## src/rtl/mc_controller_if.sv

```systemverilog
// Control bundle between the multicycle main controller (master) and the MIPS datapath (slave).
interface mc_controller_if #(
  parameter int ICNT_W = 32
) ();
  logic [5:0]        opcode;
  logic [5:0]        funct;
  logic              zero;
  logic [3:0]        aluctrl;
  logic              alusrca;
  logic [1:0]        alusrcb;
  logic              zeroext;
  logic [1:0]        pcsrc;
  logic              pcen;
  logic              iord;
  logic              irwrite;
  logic              memwrite;
  logic              regwrite;
  logic              regdst;
  logic              memtoreg;
  logic              illegal;
  logic [3:0]        state;
  logic [ICNT_W-1:0] icount;

  modport master (
    input  opcode, funct, zero,
    output aluctrl, alusrca, alusrcb, zeroext, pcsrc, pcen, iord, irwrite,
           memwrite, regwrite, regdst, memtoreg, illegal, state, icount
  );

  modport slave (
    output opcode, funct, zero,
    input  aluctrl, alusrca, alusrcb, zeroext, pcsrc, pcen, iord, irwrite,
           memwrite, regwrite, regdst, memtoreg, illegal, state, icount
  );
endinterface

```

## src/rtl/mc_controller.sv

```systemverilog
// Multicycle MIPS main control FSM with a retired-instruction counter.
// Define MC_CTRL_BNE_EN to decode bne (000101) as a branch; otherwise it is illegal.
module mc_controller #(
  parameter int ICNT_W = 32
) (
  input  logic           clk,
  input  logic           reset,
  mc_controller_if.master bus
);
  typedef enum logic [3:0] {
    S_FETCH  = 4'd0,  S_DECODE = 4'd1,  S_MEMADR = 4'd2,  S_MEMRD = 4'd3,
    S_MEMWB  = 4'd4,  S_MEMWR  = 4'd5,  S_RTEX   = 4'd6,  S_RTWB  = 4'd7,
    S_BRANCH = 4'd8,  S_IMMEX  = 4'd9,  S_IMMWB  = 4'd10, S_JUMP  = 4'd11
  } state_t;

  typedef struct packed {
    logic [3:0] aluctrl;
    logic       alusrca;
    logic [1:0] alusrcb;
    logic       zeroext;
    logic [1:0] pcsrc;
    logic       pcwrite;
    logic       branch;
    logic       iord;
    logic       irwrite;
    logic       memwrite;
    logic       regwrite;
    logic       regdst;
    logic       memtoreg;
  } ctrl_t;

  localparam logic [5:0] OP_RTYPE = 6'b000000;
  localparam logic [5:0] OP_LW    = 6'b100011;
  localparam logic [5:0] OP_SW    = 6'b101011;
  localparam logic [5:0] OP_BEQ   = 6'b000100;
  localparam logic [5:0] OP_BNE   = 6'b000101;
  localparam logic [5:0] OP_ADDI  = 6'b001000;
  localparam logic [5:0] OP_ANDI  = 6'b001100;
  localparam logic [5:0] OP_ORI   = 6'b001101;
  localparam logic [5:0] OP_J     = 6'b000010;

  state_t            r_state;
  ctrl_t             r_ctrl;
  logic [ICNT_W-1:0] r_icount;

  state_t     w_next;
  state_t     w_tgt;
  ctrl_t      w_ctrl;
  logic       w_rt_legal;
  logic [3:0] w_rt_alu;
  logic       w_bne_legal;
  logic       w_illegal;
  logic       w_terminal;

`ifdef MC_CTRL_BNE_EN
  assign w_bne_legal = 1'b1;
`else
  assign w_bne_legal = 1'b0;
`endif

  always_comb begin
    w_rt_legal = 1'b1;
    w_rt_alu   = 4'b0010;
    case (bus.funct)
      6'b100000: w_rt_alu = 4'b0010;
      6'b100010: w_rt_alu = 4'b0110;
      6'b100100: w_rt_alu = 4'b0000;
      6'b100101: w_rt_alu = 4'b0001;
      6'b100110: w_rt_alu = 4'b1011;
      6'b100111: w_rt_alu = 4'b0101;
      6'b101010: w_rt_alu = 4'b1001;
      6'b000000: w_rt_alu = 4'b0011;
      6'b000010: w_rt_alu = 4'b0100;
      default:   w_rt_legal = 1'b0;
    endcase
  end

  always_comb begin
    w_next    = S_FETCH;
    w_illegal = 1'b0;
    case (r_state)
      S_FETCH:  w_next = S_DECODE;
      S_DECODE: begin
        case (bus.opcode)
          OP_LW, OP_SW:            w_next = S_MEMADR;
          OP_RTYPE:                if (w_rt_legal) w_next = S_RTEX; else w_illegal = 1'b1;
          OP_BEQ:                  w_next = S_BRANCH;
          OP_BNE:                  if (w_bne_legal) w_next = S_BRANCH; else w_illegal = 1'b1;
          OP_ADDI, OP_ANDI, OP_ORI: w_next = S_IMMEX;
          OP_J:                    w_next = S_JUMP;
          default:                 w_illegal = 1'b1;
        endcase
      end
      S_MEMADR: w_next = (bus.opcode == OP_SW) ? S_MEMWR : S_MEMRD;
      S_MEMRD:  w_next = S_MEMWB;
      S_RTEX:   w_next = S_RTWB;
      S_IMMEX:  w_next = S_IMMWB;
      default:  w_next = S_FETCH;
    endcase
  end

  assign w_terminal = (r_state == S_MEMWB) || (r_state == S_MEMWR) || (r_state == S_RTWB) ||
                      (r_state == S_BRANCH) || (r_state == S_IMMWB) || (r_state == S_JUMP);

  // Controls are decoded for the state being entered so they are flop outputs for its whole cycle.
  assign w_tgt = reset ? S_FETCH : w_next;

  always_comb begin
    w_ctrl         = '0;
    w_ctrl.aluctrl = 4'b0010;
    case (w_tgt)
      S_FETCH:  begin w_ctrl.irwrite = 1'b1; w_ctrl.pcwrite = 1'b1; w_ctrl.alusrcb = 2'b01; end
      S_DECODE: w_ctrl.alusrcb = 2'b11;
      S_MEMADR: begin w_ctrl.alusrca = 1'b1; w_ctrl.alusrcb = 2'b10; end
      S_MEMRD:  w_ctrl.iord = 1'b1;
      S_MEMWB:  begin w_ctrl.memtoreg = 1'b1; w_ctrl.regwrite = 1'b1; end
      S_MEMWR:  begin w_ctrl.iord = 1'b1; w_ctrl.memwrite = 1'b1; end
      S_RTEX:   begin w_ctrl.alusrca = 1'b1; w_ctrl.aluctrl = w_rt_alu; end
      S_RTWB:   begin w_ctrl.regdst = 1'b1; w_ctrl.regwrite = 1'b1; end
      S_BRANCH: begin
        w_ctrl.alusrca = 1'b1;
        w_ctrl.pcsrc   = 2'b01;
        w_ctrl.branch  = 1'b1;
        w_ctrl.aluctrl = (bus.opcode == OP_BNE) ? 4'b1111 : 4'b1101;
      end
      S_IMMEX:  begin
        w_ctrl.alusrca = 1'b1;
        w_ctrl.alusrcb = 2'b10;
        if (bus.opcode == OP_ANDI) begin
          w_ctrl.aluctrl = 4'b0000;
          w_ctrl.zeroext = 1'b1;
        end else if (bus.opcode == OP_ORI) begin
          w_ctrl.aluctrl = 4'b0001;
          w_ctrl.zeroext = 1'b1;
        end
      end
      S_IMMWB:  w_ctrl.regwrite = 1'b1;
      S_JUMP:   begin w_ctrl.pcsrc = 2'b10; w_ctrl.pcwrite = 1'b1; end
      default:  ;
    endcase
  end

  always_ff @(posedge clk) begin
    r_ctrl <= w_ctrl;
    if (reset) begin
      r_state  <= S_FETCH;
      r_icount <= '0;
    end else begin
      r_state <= w_next;
      if (w_terminal) r_icount <= r_icount + {{(ICNT_W-1){1'b0}}, 1'b1};
    end
  end

  // Write enables are squashed while reset is high so an abandoned instruction cannot commit.
  assign bus.pcen     = (r_ctrl.pcwrite | (r_ctrl.branch & bus.zero)) & ~reset;
  assign bus.irwrite  = r_ctrl.irwrite & ~reset;
  assign bus.memwrite = r_ctrl.memwrite & ~reset;
  assign bus.regwrite = r_ctrl.regwrite & ~reset;
  assign bus.illegal  = (r_state == S_DECODE) & w_illegal & ~reset;
  assign bus.aluctrl  = r_ctrl.aluctrl;
  assign bus.alusrca  = r_ctrl.alusrca;
  assign bus.alusrcb  = r_ctrl.alusrcb;
  assign bus.zeroext  = r_ctrl.zeroext;
  assign bus.pcsrc    = r_ctrl.pcsrc;
  assign bus.iord     = r_ctrl.iord;
  assign bus.regdst   = r_ctrl.regdst;
  assign bus.memtoreg = r_ctrl.memtoreg;
  assign bus.state    = r_state;
  assign bus.icount   = r_icount;
endmodule

```

## src/flat_wrapper.sv

```systemverilog
// flat-port wrapper written by rule: the top's interface ports become plain ports
module mc_controller_flat 
#(
  parameter int ICNT_W = 32
)
  (clk, reset, bus_opcode, bus_funct, bus_zero, bus_aluctrl, bus_alusrca, bus_alusrcb, bus_zeroext, bus_pcsrc, bus_pcen, bus_iord, bus_irwrite, bus_memwrite, bus_regwrite, bus_regdst, bus_memtoreg, bus_illegal, bus_state, bus_icount);
  mc_controller_if #(.ICNT_W(ICNT_W)) bus_i ();
  input  logic clk;
  input  logic reset;
  input wire logic [$bits(bus_i.opcode)-1:0] bus_opcode;
  input wire logic [$bits(bus_i.funct)-1:0] bus_funct;
  input wire logic [$bits(bus_i.zero)-1:0] bus_zero;
  output wire logic [$bits(bus_i.aluctrl)-1:0] bus_aluctrl;
  output wire logic [$bits(bus_i.alusrca)-1:0] bus_alusrca;
  output wire logic [$bits(bus_i.alusrcb)-1:0] bus_alusrcb;
  output wire logic [$bits(bus_i.zeroext)-1:0] bus_zeroext;
  output wire logic [$bits(bus_i.pcsrc)-1:0] bus_pcsrc;
  output wire logic [$bits(bus_i.pcen)-1:0] bus_pcen;
  output wire logic [$bits(bus_i.iord)-1:0] bus_iord;
  output wire logic [$bits(bus_i.irwrite)-1:0] bus_irwrite;
  output wire logic [$bits(bus_i.memwrite)-1:0] bus_memwrite;
  output wire logic [$bits(bus_i.regwrite)-1:0] bus_regwrite;
  output wire logic [$bits(bus_i.regdst)-1:0] bus_regdst;
  output wire logic [$bits(bus_i.memtoreg)-1:0] bus_memtoreg;
  output wire logic [$bits(bus_i.illegal)-1:0] bus_illegal;
  output wire logic [$bits(bus_i.state)-1:0] bus_state;
  output wire logic [$bits(bus_i.icount)-1:0] bus_icount;
  assign bus_i.opcode = bus_opcode;
  assign bus_i.funct = bus_funct;
  assign bus_i.zero = bus_zero;
  assign bus_aluctrl = bus_i.aluctrl;
  assign bus_alusrca = bus_i.alusrca;
  assign bus_alusrcb = bus_i.alusrcb;
  assign bus_zeroext = bus_i.zeroext;
  assign bus_pcsrc = bus_i.pcsrc;
  assign bus_pcen = bus_i.pcen;
  assign bus_iord = bus_i.iord;
  assign bus_irwrite = bus_i.irwrite;
  assign bus_memwrite = bus_i.memwrite;
  assign bus_regwrite = bus_i.regwrite;
  assign bus_regdst = bus_i.regdst;
  assign bus_memtoreg = bus_i.memtoreg;
  assign bus_illegal = bus_i.illegal;
  assign bus_state = bus_i.state;
  assign bus_icount = bus_i.icount;
  mc_controller #(.ICNT_W(ICNT_W)) u_core (.clk(clk), .reset(reset), .bus(bus_i));
endmodule
```

## config.mk

```make
export PLATFORM = sky130hd
export DESIGN_NAME = mc_controller_flat
export DESIGN_NICKNAME = d
export VERILOG_FILES = /design/src/rtl/mc_controller_if.sv /design/src/rtl/mc_controller.sv /design/src/flat_wrapper.sv
export SDC_FILE = /design/constraint.sdc
export NUM_CORES = 1
export LEC_CHECK = 0
export CORE_MARGIN = 4
export CORE_UTILIZATION = 50
export CTS_BUF_LIST = sky130_fd_sc_hd__clkbuf_4 sky130_fd_sc_hd__clkbuf_8
export DETAILED_ROUTE_END_ITERATION = 10
export GPL_ROUTABILITY_DRIVEN = 0
export PLACE_DENSITY = 0.82
export SYNTH_ARGS = -nofsm -noshare
export SYNTH_HDL_FRONTEND = slang
export SYNTH_SLANG_ARGS = --single-unit
```

## constraint.sdc

```tcl
create_clock -name clk -period 2.61 [get_ports clk]
set_input_delay 0.783 -clock clk [delete_from_list [all_inputs] [get_ports clk]]
set_output_delay 0.783 -clock clk [all_outputs]
set_load 0.01 [all_outputs]
```

---- Word-level counts from Yosys, hierarchy flattened ----
Index checks and enable logic that the tools add are counted.
operators by class
  add/sub/neg operators ................... 1
  eq/ne operators ......................... 38
  mux-type cells .......................... 27
  bitwise operators ....................... 9
  reductions and logical operators ........ 18
operators with widths
  kind                   number
  $eq 6x6->1 const B     9
  $add 32x1->32 const B  1
  $eq 4x3->1 const B     8
  $eq 4x4->1 const B     8
  $pmux 4 s8             1
  $pmux 4 s6             1
  $pmux 4 s5             1
  $eq 6x4->1 const B     3
  $eq 4x2->1 const B     4
  $mux 1                 14
  $eq 6x2->1 const B     2
  $eq 6x3->1 const B     2
  $logic_not 6->1        2
  $pmux 4 s3             1
  $reduce_or 9->1        1
  $eq 4x1->1 const B     2
  $logic_not 4->1        2
  $reduce_or 2->1        4
  $and 1x1->1            7
  $reduce_or 7->1        1
  $mux 2                 3
  $mux 3                 2
  $pmux 2 s3             1
  $reduce_or 3->1        2
  other kinds (7)        11
storage, ports and cells
  bits in registers ....................... 54
  bits of input ports ..................... 15
  output and inout port bits .............. 54
  logic and storage cells ................. 108

---- Depth between registers and ports, before layout ----
  word-level depth ........................ 10
  depth in mapped cells ................... 8
  depth with buffers taken out ............ 7

---- Worst setup path after synthesis ----
No wires, ideal clock.
  kind .................................... input to output
  start point ............................. input port bus_funct[3]
  end point ............................... output port bus_illegal
  data arrival time ....................... 1838 ps
  data required time ...................... 1827 ps
  setup slack ............................. -11 ps
  stages .................................. 5
  buffers on the path ..................... 1
  cell sequence ........................... clkbuf_1 a21boi_1 o32ai_1 nand3_1 nor4bb_1
on the way
  longest elaborated chain between the ends .. 8
  elaborated cells on any way between the ends .. 16
  classes of those cells .................. eq/ne (8); mux (4); bitwise (2); reduce/logical (2)
ends and longest elaborated chain
  what                                      RTL line              source
  start, declared                           flat_wrapper.sv:11    input wire logic [$bits(bus_i.funct)-1:0] bus_funct;
  $eq 6x6->1, or another cell as far along  mc_controller.sv:64   case (bus.funct)
  $reduce_or 9->1 (no source line) *        n/a
  $mux 1 *                                  mc_controller.sv:64
  $mux 1 *                                  mc_controller.sv:86   OP_RTYPE: if (w_rt_legal) w_next = S_RTEX; else w_illegal = 1'b1;
  $pmux 1 s2 *                              mc_controller.sv:84   case (bus.opcode)
  $mux 1 *                                  mc_controller.sv:81   case (r_state)
  $and 1x1->1 * (2 in a row)                mc_controller.sv:159  assign bus.illegal = (r_state == S_DECODE) & w_illegal & ~reset;
  end, declared                             flat_wrapper.sv:25    output wire logic [$bits(bus_i.illegal)-1:0] bus_illegal;
Mark *: on every way between the ends. The rest lies on a longest branch, timed or not.

---- Final worst setup path ----
  start point ............................. input port bus_opcode[3]
  end point ............................... output port bus_illegal
on the way
  longest elaborated chain between the ends .. 6
  elaborated cells on any way between the ends .. 13
  classes of those cells .................. eq/ne (7); mux (2); bitwise (2); reduce/logical (2)
ends and longest elaborated chain
  what                                      RTL line              source
  start, declared                           flat_wrapper.sv:10    input wire logic [$bits(bus_i.opcode)-1:0] bus_opcode;
  $eq 6x6->1, or another cell as far along  mc_controller.sv:84
  $reduce_or 7->1 (no source line)          n/a
  $pmux 1 s2 *                              mc_controller.sv:84
  $mux 1 *                                  mc_controller.sv:81
  $and 1x1->1 * (2 in a row)                mc_controller.sv:159
Marked as above.

==> metrics <==
Relative slew margins 65.83%; delay-heaviest family, CP simple AND/OR/NAND/NOR gates; Mapped Cells 325; Post-synth EDFFs 0; drt pass-1 iters 4; CP max stage delay 0.40 ns; I/O pin count 69; GR peak layer met2; Clock transition at path regs 0.10 ns; Main synth FF type dfxtp_1; global routing usage on met1 24.09%; vias 2676; pwr dens 405.9 nW/um2; DIE AREA 6496 um2; antenna viol nets, final 0; met3 usage 5.830%; Tcrit/Tclk final 102.3%; Worst EP arrival 1.89 ns; Syn Nets 341; via count of the first global-routing pass 2557; met2 Use GR 39.57%; Synth Register Bits 54; die height 80.60 um; Syn-to-layout area delta 47.20%; fin cells 502; Internal 1155 uW; placed cell area 3654 um2; max-slew violation count 0; CP endpoint kind primary output; Place WS -0.8748 ns; Final min period 2.670 ns; share of cells above drive strength 1 20.60%; NumNets Final 447; Reg power frac 53.3%; worst hold path class reg -> reg; hold_buf cts 0; DR iter-0 viols 124; PortBufs 68; FF/Latch Area 1081 um2; gr ovfl total 0; Slew @ Worst Pin 0.5118 ns; status finished with violations; Syn. warnings 0; async set or reset register ratio after synthesis 0%; slowest CP cell or3_4; DRC errors left 0; WP data required 1.83 ns; Worst Setup Start Kind primary input; minimum hold slack 0.5290 ns; maximum clock rate 374.6 MHz; H-tree depth 2; Inserted Clock Buffers 5; placed instance count 490; P_sw 419.9 uW; Setup CP Type in -> out; Peak supply drop 0.3416 mV; failing checks negative setup slack; Net Sw Frac 26.67%; combinational group share of total power 15.3%; Fill cells 389; TNS Setup -0.05982 ns; Clock Skews 0.009226 ns; Critical Path, Cell by Cell buf_8 > or3_4 > a21oi_4 > a21oi_2 > nor2_2 > nor4bb_4 > buf_2; Core Region 5107 um2; Post-Syn Area 2635 um2; Hold Vio Cnt, Final 0; largest net degree at the start of global routing 34; Max clock buf depth 2; clock latency on the worst-skew pair 0.31 ns; Root Buffer clkbuf_8; sequential share of the synthesized area 41.03%; initial antenna violation count 0; final worst slack -0.05982 ns; Static Leak 0.001430 uW; Die Span X 80.60 um; CTS tree yes; Post-DP HPWL 5008 um; CP bufs+invs 2; post-synthesis average cell area 8.108 um2; Finished Cell Area 3879 um2; ant diodes 0; number of max-cap violations 0; Rows 26; crit-path max FO 4; Final Setup Violations 1; RSZ-0062 raised after global routing yes; DRT Wirelength 7221 um; clock share of power 31.4%; drt via density 5.331; total global-route track usage 22.19%; first-pass GRT wire length 11430 um; Clock Sink Count 54; footprint of the multi-input gates 1533 um2; Initial Utilization 51.59%; routed len/inst 14.38 um; synth unique cells 47
-- flip-flops by register name (all words and copies together), names as in the netlist --
name / flops
u_core.bus.alusrcb: 2
u_core.bus.zeroext: 1
u_core.bus.alusrca: 1
u_core.bus.state: 4
u_core.bus.aluctrl: 4
u_core.bus.memtoreg: 1
u_core.bus.regdst: 1
u_core.bus.iord: 1
u_core.bus.icount: 32
u_core.bus.pcsrc: 2
u_core.r_ctrl: 5
-- stage by stage --
step                util (%)  power, uW
detailed placement     71.53       1077
global placement       71.53       1071
global route           75.94       1644
finish                 75.94       1574
CTS                    75.28       1571
floorplan                  -      950.7
-- power groups by stage --
| stage | combinational (uW) | sequential [uW] | clock [uW] |
|---|---|---|---|
| floorplan | 89.3 | 861 | 0 |
| global placement | 212 | 858 | 0 |
| detailed placement | 218 | 859 | 0 |
| CTS | 226 | 840 | 505 |
| global route | 260 | 841 | 543 |
| finish | 241 | 840 | 494 |
-- layout by cell type, fill, tap and decap left out, drive strengths merged, types with 5 or more instances in the layout --
cell type,instances
buf,55
dfxtp,54
clkdlybuf4s50,50
nor2,49
xnor2,28
nor3,26
nand2,21
nand3,18
a21oi,14
inv,14
o21ai,12
clkbuf,8
nand4,7
dlygate4sd2,6
or3,6
nor2b,5
nor4,5
-- synthesized netlist by cell type, types with 2 or more instances --
cell	instances	area [um2]
dfxtp_1	54	1081
nor2_1	49	183.9
xnor2_1	28	245.2
nor3_1	26	130.1
nand2_1	21	78.83
nand3_1	18	90.09
a21oi_1	14	70.07
inv_1	11	41.29
clkbuf_1	10	37.54
buf_4	8	60.06
nand4_1	7	43.79
o21ai_1	7	35.03
or3_1	6	37.54
nor2b_1	5	31.28
nor4_1	5	31.28
o21ai_0	5	25.02
and3_1	4	25.02
nand2b_1	4	25.02
a21o_1	3	22.52
nor3b_1	3	22.52
o21a_1	3	22.52
xor2_1	3	26.28
and2_1	2	12.51
and4_1	2	17.52
inv_2	2	7.510
nand3b_1	2	15.01
o21bai_1	2	15.01
o32ai_1	2	17.52
-- cell type report --
cell class,instances,share of cell area (%)
sequential,54,27.87
timing repair buffer,118,26.48
clock buffer,5,1.774
inverter,14,1.355
clock inverter,3,0.7419
multi-input combinational,238,39.52
tap,70,2.258
-- routing by layer --
layer,up-vias,wire (um)
met2,93,3636
met4,0,168
met5,-,0
met1,1228,2960
li1,1337,-
met3,18,455
-- cell families (layout without fill, tap and decap cells) --
| group | after synthesis | in the layout | synth area share (%) |
|---|---|---|---|
| compound gates | 47 | 47 | 12.20 |
| fa+ha+maj | 1 | 1 | 0.4748 |
| buf+inv | 33 | 140 | 5.841 |
| xor+xnor | 31 | 31 | 10.30 |
| flops | 54 | 54 | 41.03 |
| simple gates | 159 | 159 | 30.15 |
-- worst min-delay path, stage by stage (launching register included) --
cell,delay [ns]
dfxtp_1,0.36
nand2_1,0.07
a21oi_1,0.06
-- repair_timing --
| item | CTS | global route |
|---|---|---|
| buffers inserted | 2 | 2 |
| resized for setup | 47 | 21 |
| setup endpoints to repair | 23 | 13 |
| pin swaps | 17 | 14 |
-- final timing paths --
kind | from | depth (start not counted) | to | slack (ns)
max | bus_opcode[3] | 7 | bus_illegal | -0.06
min | u_core.bus.icount[1]$_SDFFE_PP0P_ | 2 | u_core.bus.icount[1]$_SDFFE_PP0P_ | 0.53
max reg2reg | u_core.bus.state[0]$_DFF_P_ | 8 | u_core.bus.pcsrc[0]$_DFF_P_ | 0.45
min reg2reg | u_core.bus.icount[1]$_SDFFE_PP0P_ | 2 | u_core.bus.icount[1]$_SDFFE_PP0P_ | 0.53
(Power assumes the default switching activity.)
